--- src/rtl/serial_adder_ctrl.sv ---
// Bit-serial adder: one full-add per clock, LSB first, over two WIDTH-bit operands.
// Latency: start sampled at edge k -> done high for the cycle after edge k+WIDTH.
// Backpressure: none; start is honoured only in IDLE, otherwise dropped (not queued).
module serial_adder_ctrl #(
    parameter int WIDTH = 8
) (
    input  logic             clk,
    input  logic             reset,
    input  logic             start,
    input  logic [WIDTH-1:0] a,
    input  logic [WIDTH-1:0] b,
    input  logic             cin,
    output logic             busy,
    output logic             done,
    output logic [WIDTH-1:0] sum,
    output logic             cout
);

    localparam int CW = $clog2(WIDTH);

    typedef enum logic [1:0] {
        S_IDLE,
        S_RUN,
        S_DONE
    } state_t;

    state_t           state;
    state_t           state_nxt;
    logic [WIDTH-1:0] sa;
    logic [WIDTH-1:0] sb;
    logic [WIDTH-1:0] ps;
    logic [WIDTH-1:0] ps_nxt;
    logic             carry;
    logic             carry_nxt;
    logic [CW-1:0]    count;
    logic             last_bit;
    logic             prop;
    logic             bit_sum;

    // The single full-adder cell shared by every bit position.
    assign prop      = sa[0] ^ sb[0];
    assign bit_sum   = prop ^ carry;
    assign carry_nxt = (sa[0] & sb[0]) | (prop & carry);
    assign ps_nxt    = {bit_sum, ps[WIDTH-1:1]};
    assign last_bit  = (count == CW'(WIDTH - 1));

    always_comb begin
        state_nxt = state;
        case (state)
            S_IDLE:  if (start) state_nxt = S_RUN;
            S_RUN:   if (last_bit) state_nxt = S_DONE;
            S_DONE:  state_nxt = S_IDLE;
            default: state_nxt = S_IDLE;
        endcase
    end

    always_ff @(posedge clk) begin
        if (reset) begin
            state <= S_IDLE;
        end else begin
            state <= state_nxt;
        end
    end

    always_ff @(posedge clk) begin
        if (reset) begin
            sa    <= '0;
            sb    <= '0;
            ps    <= '0;
            carry <= 1'b0;
            count <= '0;
            sum   <= '0;
            cout  <= 1'b0;
        end else begin
            case (state)
                S_IDLE: begin
                    if (start) begin
                        sa    <= a;
                        sb    <= b;
                        carry <= cin;
                        count <= '0;
                    end
                end
                S_RUN: begin
                    sa    <= {1'b0, sa[WIDTH-1:1]};
                    sb    <= {1'b0, sb[WIDTH-1:1]};
                    ps    <= ps_nxt;
                    carry <= carry_nxt;
                    count <= count + CW'(1);
                    // Result registers only move on completion, so partial sums stay hidden.
                    if (last_bit) begin
                        sum  <= ps_nxt;
                        cout <= carry_nxt;
                    end
                end
                default: begin
                end
            endcase
        end
    end

    assign busy = (state == S_RUN);
    assign done = (state == S_DONE);

endmodule

--- config.mk ---
export PLATFORM = sky130hd
export DESIGN_NAME = serial_adder_ctrl
export DESIGN_NICKNAME = d
export VERILOG_FILES = /design/src/rtl/serial_adder_ctrl.sv
export SDC_FILE = /design/constraint.sdc
export NUM_CORES = 1
export LEC_CHECK = 0
export CAP_MARGIN = 30
export CORE_UTILIZATION = 45
export DETAILED_ROUTE_END_ITERATION = 8
export PLACE_DENSITY = 0.8
export SYNTH_ARGS = -nofsm -noshare
export SYNTH_HDL_FRONTEND = slang
export SYNTH_SLANG_ARGS = --single-unit
--- constraint.sdc ---
create_clock -name clk -period 3.2 [get_ports clk]
set_input_delay 0.64 -clock clk [delete_from_list [all_inputs] [get_ports clk]]
set_output_delay 0.64 -clock clk [all_outputs]
set_load 0.01 [all_outputs]
==> summary by stage, run 1 <==
Synth
The most frequent cell after synthesis is sky130_fd_sc_hd__dfxtp_1. The synthesized design spends more area on one cell type than any other, namely sky130_fd_sc_hd__dfxtp_1. The number of flops mapped to enable cells by yosys is 0.

The proportion of netlist area held by the largest area contributor is 48.5%. The simple-gate share of the synthesized area is 15.6%. The number of nets in the synthesized netlist is 192. The adder and majority gate portion of the synthesized area is 2.87%. After Yosys synthesis, XOR and XNOR cells account for 0% of the synthesized area. The most used flip-flop cell after synthesis is sky130_fd_sc_hd__dfxtp_1. The mapped netlist covers 0.00157 mm^2. Ranked by total cell area, the synthesized netlist is headed by sky130_fd_sc_hd__dfxtp_1, sky130_fd_sc_hd__mux2i_1, sky130_fd_sc_hd__nand2_1.

The sequential fraction of the synthesis area is 48.5%. The number of distinct standard cells referenced by the synthesized netlist is 24. The post-synthesis sequential element count is 38. In this run the mean area of a mapped cell was 9.28 um^2.

The share of flip-flops with an asynchronous set or reset is 0%. The complex-gate fraction of the synthesized area is 16.8%. Sorting the synthesized cells by how often they occur yields sky130_fd_sc_hd__dfxtp_1, sky130_fd_sc_hd__nand2_1, sky130_fd_sc_hd__nor2_1. The largest family of logic cells by synthesized area is compound AO/OA/AOI/OAI gates. The multiplexer fraction of the synthesized cell area is 10.2%.

During synthesis, Yosys emitted a total of 0 warnings. The synthesized netlist cell count is 169.

STA
For the pin with the worst max-slew slack, the measured transition is 380 ps. The upper clock frequency limit is 0.414 GHz. Setup repair after global routing left no endpoint under its margin. The count of final hold-check violations came to 0.

Measured against its own limit, the worst slew margin works out to 74.6%. The final critical-path share of the clock period is 75.4%. Setup violations remaining at the end of the flow were counted as 0.

For the final routed database, the setup TNS stands at 0 ps. The time the final worst path needs with I/O delays and setup is 2410 ps. The final setup skew is 11.3 ps. The tightest hold margin is 461 ps. The max-slew violation total from the final report was 0.

Route
The wire length after detailed routing is 2660 um. The total DRC errors in the routed layout is 0. Once detail routing completed, the nets flagged for antenna violations numbered 0. In the routed layout, each cell is associated on average with a via count of 4.93. The first detailed-routing pass ran for 4 iterations. After detailed routing, the average wire length per cell comes to 11.0 um. The DRC violation total after the first TritonRoute iteration is 64. The routed layout has 1,193 vias.

CTS
The total clock buffers created by CTS is 5. The clock tree from TritonCTS is yes. Gates resized during post-CTS repair numbered 0. No sink is reached through more buffers than the 2 on the longest clock path. CTS built an H-tree with a depth of 2. For this design, the CTS-stage hold fixing added 0 buffers. The CTS clock-pin slew for the worst setup and hold paths is 110 ps. The number of clock sinks is 38. The clock insertion delay at the later pin of the skew report is 350 ps. The root buffer selected by CTS is sky130_fd_sc_hd__clkbuf_4. After clock tree synthesis, the setup repair step added 0 buffers.

Setup path
The cell family contributing the most delay on the critical path is buffers and inverters. The number of buffers and inverters on the critical path is 2. Of all nets on the critical path, the largest fanout is 11. For this run, the slowest stage of the critical path takes 570 ps. The data arrival time at the worst-slack endpoint is 1770 ps. The startpoint of the most critical register-to-register path is state[0].

The required time at the worst-slack endpoint is 2560 ps. The critical path goes through nand2b_1 > inv_4 > clkdlybuf4s50_1. The kind of launch point of the worst setup path is a register.

The critical path class is reg2out. The worst setup path is captured at an output port. The endpoint identified for the worst register-to-register timing path is sb[1].

The setup slack on the worst flop-to-flop path is 1720 ps. The number of cells on the worst reg-to-reg path is 4. The worst-path cell with the longest stage delay is sky130_fd_sc_hd__clkdlybuf4s50_1.

Worst hold path
The count of cells along the worst hold path is 2. The capture endpoint of the worst hold path is sum[1]. The class of the most critical hold timing path is reg2reg. The hold path startpoint is sum[1].

Global route
The via count of the first global-routing pass is 1,037. The number of antenna violations at the first check in global routing is 0. The wire length of the first global-routing pass is 4460 um. Summed over all layers, the global routing overflow is 0. The maximum number of pins on one net before global-route repair is 39. The total global-route track usage is 16.7%.

Run status
The run finished with clean final reports.

Power
Total power for the finished layout comes to 0.00103 W. The cell leakage power is 0.735 nW. In this run the power density over the cells is 525 mW/mm^2.

The worst supply voltage drop on vdd is 0.466 mV.

Die
The height of the die is 61.0 um. The initial cell density of the core is 47.0%. The core region area is 0.00334 mm^2. The number of top-level pins is 31. Measured along the x axis, the die boundary spans 61.0 um. The full die area is 0.00372 mm^2. In this run the core area contains 21 standard-cell rows.

Layout
The number of antenna diodes is 0. In the final design database the tool counted 218 nets. The ratio of cells with drive above 1 in the final layout is 8.16%. Once layout is complete, the utilization of the core stands at 59.0%. The area of all placed cells without fillers is 0.00197 mm^2. The area growth from synthesis to layout is 25.5%.

After filler insertion, the fill cell instance count of the layout stands at 316.

Flow run
The max-cap check violation count is 0.

Placement
The routability congestion estimate is 0.734. The total placed instance area is 0.00186 mm^2. Buffers placed on the I/O ports in this run total 30. The HPWL after detailed placement is 1760 um.
[registers in the layout (all words and copies together) (netlist names)]
register / flops
carry: 1
ps: 7
cout: 1
sum: 8
count: 3
sb: 8
sa: 8
state: 2
[routing by layer]
| layer | vias up | share of wire (%) | GRT usage [%] |
|---|---|---|---|
| li1 | 635 | - | - |
| met1 | 529 | 47 | 20.4 |
| met2 | 23 | 46 | 26.7 |
| met3 | 6 | 4.7 | 6.30 |
| met4 | 0 | 2.1 | 6.82 |
| met5 | - | 0 | 0 |
[per-stage QoR]
stage / worst slack, ps / instances
finish: 786 / 242
detailed placement: 1170 / 234
CTS: 764 / 242
floorplan: 1780 / 169
global route: 677 / 242
global placement: 1210 / 234
[how the worst max path moves through the flow]
| stage | from | end | slack [ps] | cells past startpoint |
|---|---|---|---|---|
| after floorplan | state[0] | done | 1780 | 3 |
| after global placement | state[1] | busy | 1210 | 3 |
| after detailed placement | state[1] | busy | 1170 | 3 |
| after CTS | state[1] | busy | 760 | 3 |
| after global routing | state[1] | busy | 680 | 3 |
| final | state[1] | busy | 790 | 3 |
[kinds of logic after synthesis]
logic type	Yosys count
simple gates	59
compound gates	38
flops	38
mux	16
buf+inv	15
fa+ha+maj	3
[cell type report]
cell class	count	area (um^2)	share of cell area, %
Clock buffer	6	51.3	2.61
Multi-Input combinational cell	116	713	36.2
Timing Repair Buffer	32	315	16.0
Tap cell	46	57.6	2.92
Sequential cell	38	761	38.7
Clock inverter	2	60.1	3.05
Inverter	2	10.0	0.509
[report_power, final]
part           internal (W)  leakage, nW  total (W)  switching (W)
clock              0.000265       0.0585   0.000419       0.000154
sequential         0.000495        0.311   0.000508      0.0000126
combinational     0.0000550        0.365   0.000106      0.0000509
[cells in the final DEF, fill, tap and decap left out]
cell type and instances:
sky130_fd_sc_hd__clkbuf_8 1, sky130_fd_sc_hd__dfxtp_1 38, sky130_fd_sc_hd__nor2b_1 1, sky130_fd_sc_hd__buf_4 2
sky130_fd_sc_hd__nand2b_1 1, sky130_fd_sc_hd__a211oi_2 1, sky130_fd_sc_hd__inv_4 1, sky130_fd_sc_hd__fa_1 1
sky130_fd_sc_hd__nor3_1 1, sky130_fd_sc_hd__bufinv_16 2, sky130_fd_sc_hd__a211oi_1 15, sky130_fd_sc_hd__nand3b_2 1
sky130_fd_sc_hd__ha_1 2, sky130_fd_sc_hd__clkdlybuf4s50_1 30, sky130_fd_sc_hd__mux2i_1 16, sky130_fd_sc_hd__nor3b_1 1
sky130_fd_sc_hd__a22oi_1 4, sky130_fd_sc_hd__a21oi_1 16, sky130_fd_sc_hd__clkbuf_4 5, sky130_fd_sc_hd__inv_1 1
sky130_fd_sc_hd__o21ba_4 1, sky130_fd_sc_hd__and3b_2 1, sky130_fd_sc_hd__nor2_1 21, sky130_fd_sc_hd__o21bai_2 1
sky130_fd_sc_hd__nand2_1 32
[worst min-delay path: stages, from the launching register on]
cell,delay [ps]
sky130_fd_sc_hd__dfxtp_1,330
sky130_fd_sc_hd__nand2_1,50
sky130_fd_sc_hd__a21oi_1,50
(Power assumes the default switching activity.)
==> run 2: changes to the inputs <==
- PLACE_DENSITY: 0.8 -> 0.83
- clock period: 3.2 -> 2.1 ns (I/O delays scaled with it)
==> summary by stage, run 2 (synthesized netlist as in run 1, its figures left out) <==
CTS
The root buffer selected by CTS is sky130_fd_sc_hd__clkbuf_4 (unchanged). The maximum buffer depth of the clock tree is 2 (unchanged). The depth of the CTS H-tree is 2 (unchanged). The clock insertion delay at the later pin of the skew report came to 350 ps (about the same).

The clock tree from TritonCTS is yes (unchanged). The total clock buffers created by CTS came to 5 (unchanged). The CTS clock-pin slew for the worst setup and hold paths came to 110 ps (about the same). The count of hold buffers inserted by post-cts repair is 0 (unchanged). The number of clock sinks is 38 (unchanged).

Layout
The relative area change from synthesis to final layout is 24.4% (was 25.5%). The sequential cell area is 762 um^2 (was 761 um^2). The number of antenna diodes is 0 (unchanged). The multi-input combinational cell area is 713 um^2 (unchanged).

Most used cells in the layout excluding fill and tap cells: sky130_fd_sc_hd__dfxtp_1, sky130_fd_sc_hd__nand2_1, sky130_fd_sc_hd__clkdlybuf4s50_1, sky130_fd_sc_hd__nor2_1 (unchanged). The most common cell after layout, fill and taps aside is sky130_fd_sc_hd__dfxtp_1 (unchanged). The number of filler instances in the final layout is 335 (was 316). Top flop regs: sa: 8 flops, sb: 8 flops, sum: 8 flops (unchanged).

The ratio of cells with drive above 1 in the final layout is 8.59% (was 8.16%). The post-layout net count is 220 (was 218).

STA
The max-slew violation total from the final report is 0 (unchanged). The worst slew slack as a fraction of its limit is 74.5% (was 74.6%). The final setup skew was 15.8 ps (was 11.3 ps). The sum of negative setup slack is 0 ps (unchanged). Setup repair after global routing missed its margin: false (unchanged). The clock period could shrink to 1970 ps. The count of final hold-check violations is 0 (unchanged). Static timing analysis puts the maximum clock frequency at 0.508 GHz.

The final critical path takes up 93.8% of the cycle. The final setup violation count came to 0 (unchanged). The slew of the pin with the lowest slew margin came to 383 ps (was 380 ps).

Global route
The number of antenna violations at the first check in global routing is 0 (unchanged). The total global-route track usage is 17.4% (was 16.7%). The via count of the first global-routing pass was 1,123 (was 1,037). The maximum number of pins on one net before global-route repair came to 39 (unchanged). The wire length of the first global-routing pass is 4600 um (was 4460 um). The remaining global-route overflow is 0 (unchanged).

Route
The wire length after detailed routing is 2760 um (was 2660 um). The DRC violation total after the first TritonRoute iteration is 36 (was 64). The via total after detailed routing is 1,229 (was 1,193). The per-cell via count in the routed design is 5.04 (was 4.93).

The total DRC errors in the routed layout is 0 (unchanged). The final antenna-violating net count is 0 (unchanged). The routed length per instance is 11.3 um (was 11.0 um). The count of TritonRoute iterations in the first routing pass was 4 (unchanged).

Setup path
The critical path class is reg2out (unchanged). The type of element capturing the critical path is an output port (unchanged). The required time at the worst-slack endpoint is 1680 ps (was 2560 ps). The data arrival time at the worst-slack endpoint was 1550 ps (was 1770 ps).

The top fanout value on the critical path was 12 (was 11). The kind of launch point of the worst setup path is a register (unchanged).

Placement
The routability congestion estimate is 0.752 (was 0.734). The HPWL after detailed placement is 1880 um (was 1760 um). The count of input and output buffers is 30 (unchanged).

Power
The worst supply voltage drop on vdd is 0.285 mV (was 0.466 mV). The total power draw was 0.00142 W (was 0.00103 W). The cell leakage power is 0.738 nW (was 0.735 nW). The power per cell area is 729 mW/mm^2 (was 525 mW/mm^2).

Die
The full die area is 0.00372 mm^2 (unchanged). The initial cell density of the core was 47.0% (unchanged). The horizontal die dimension is 61.0 um (unchanged). The number of top-level pins was 31 (unchanged). The standard-cell row count is 21 (unchanged). The height of the die is 61.0 um (unchanged). The core region area was 0.00334 mm^2 (unchanged).

Worst hold path
The class of the most critical hold timing path is reg2reg (unchanged).

Flow run
The max-cap check violation count is 0 (unchanged).

Run status
Run status: complete, no violations (unchanged).
## run 2: cell count changes in the layout (fill, tap and decap cells not counted)
cell and change:
sky130_fd_sc_hd__buf_4 +2, sky130_fd_sc_hd__clkdlybuf4s50_1 -1, sky130_fd_sc_hd__dfxtp_2 +1, sky130_fd_sc_hd__bufinv_16 -1, sky130_fd_sc_hd__clkbuf_8 -1, sky130_fd_sc_hd__dlymetal6s2s_1 +1, sky130_fd_sc_hd__clkbuf_1 +2, sky130_fd_sc_hd__dfxtp_1 -1
## run 2: power by group
part | total [W] | switching, W | leakage, nW | internal [W]
Clock | 0.000483 | 0.000230 | 0.0395 | 0.000253
Sequential | 0.000775 | 0.0000202 | 0.311 | 0.000755
Combinational | 0.000165 | 0.0000784 | 0.387 | 0.0000862
## run 2: repair_timing
action / 4_1_cts / 5_1_grt
setup buffers: 0 / 0
endpoints found under the setup margin: 0 / 1
resized for setup: 0 / 2
## run 2: layout make-up
cell class                 instances  area share, %
inverter                           2          0.513
multi-input combinational        116           36.6
sequential                        38           39.1
clock buffer                       7           2.31
timing repair buffer              34           17.1
clock inverter                     1           1.54
tap                               46           2.95
## run 2: critical path, cell delays in order (launching register included)
cell and delay (ps):
sky130_fd_sc_hd__dfxtp_1 340, sky130_fd_sc_hd__buf_4 200, sky130_fd_sc_hd__nor2b_1 120, sky130_fd_sc_hd__clkdlybuf4s50_1 540
## run 2: final timing paths
| path | endpoint | slack, ps | cells after the start | startpoint |
|---|---|---|---|---|
| worst max-delay path | done | 130 | 3 | state[0] |
| worst min-delay path | sum[1] | 460 | 2 | sum[1] |
| worst max register to register | sa[2] | 680 | 4 | state[0] |
| worst min register to register | sum[1] | 460 | 2 | sum[1] |
## run 2: metrics by stage
step                      setup slack [ps]  utilization [%]  cell area [um^2]  hold slack, ps  std cells
final                                  130             58.5              1950             459        244
after global routing                  32.6             58.5              1950             487        244
after CTS                             10.8             58.3              1950             462        244
after detailed placement               299             56.1              1870             446        236
after global placement                 419             56.1              1870             443        236
after floorplan                        806                -              1570             432        169
## run 2: routing by layer
metal	routed length, um	GRT usage, %
met1	1260	19.4
met3	108	7.14
met4	59	8.44
met5	0	0
met2	1330	28.9
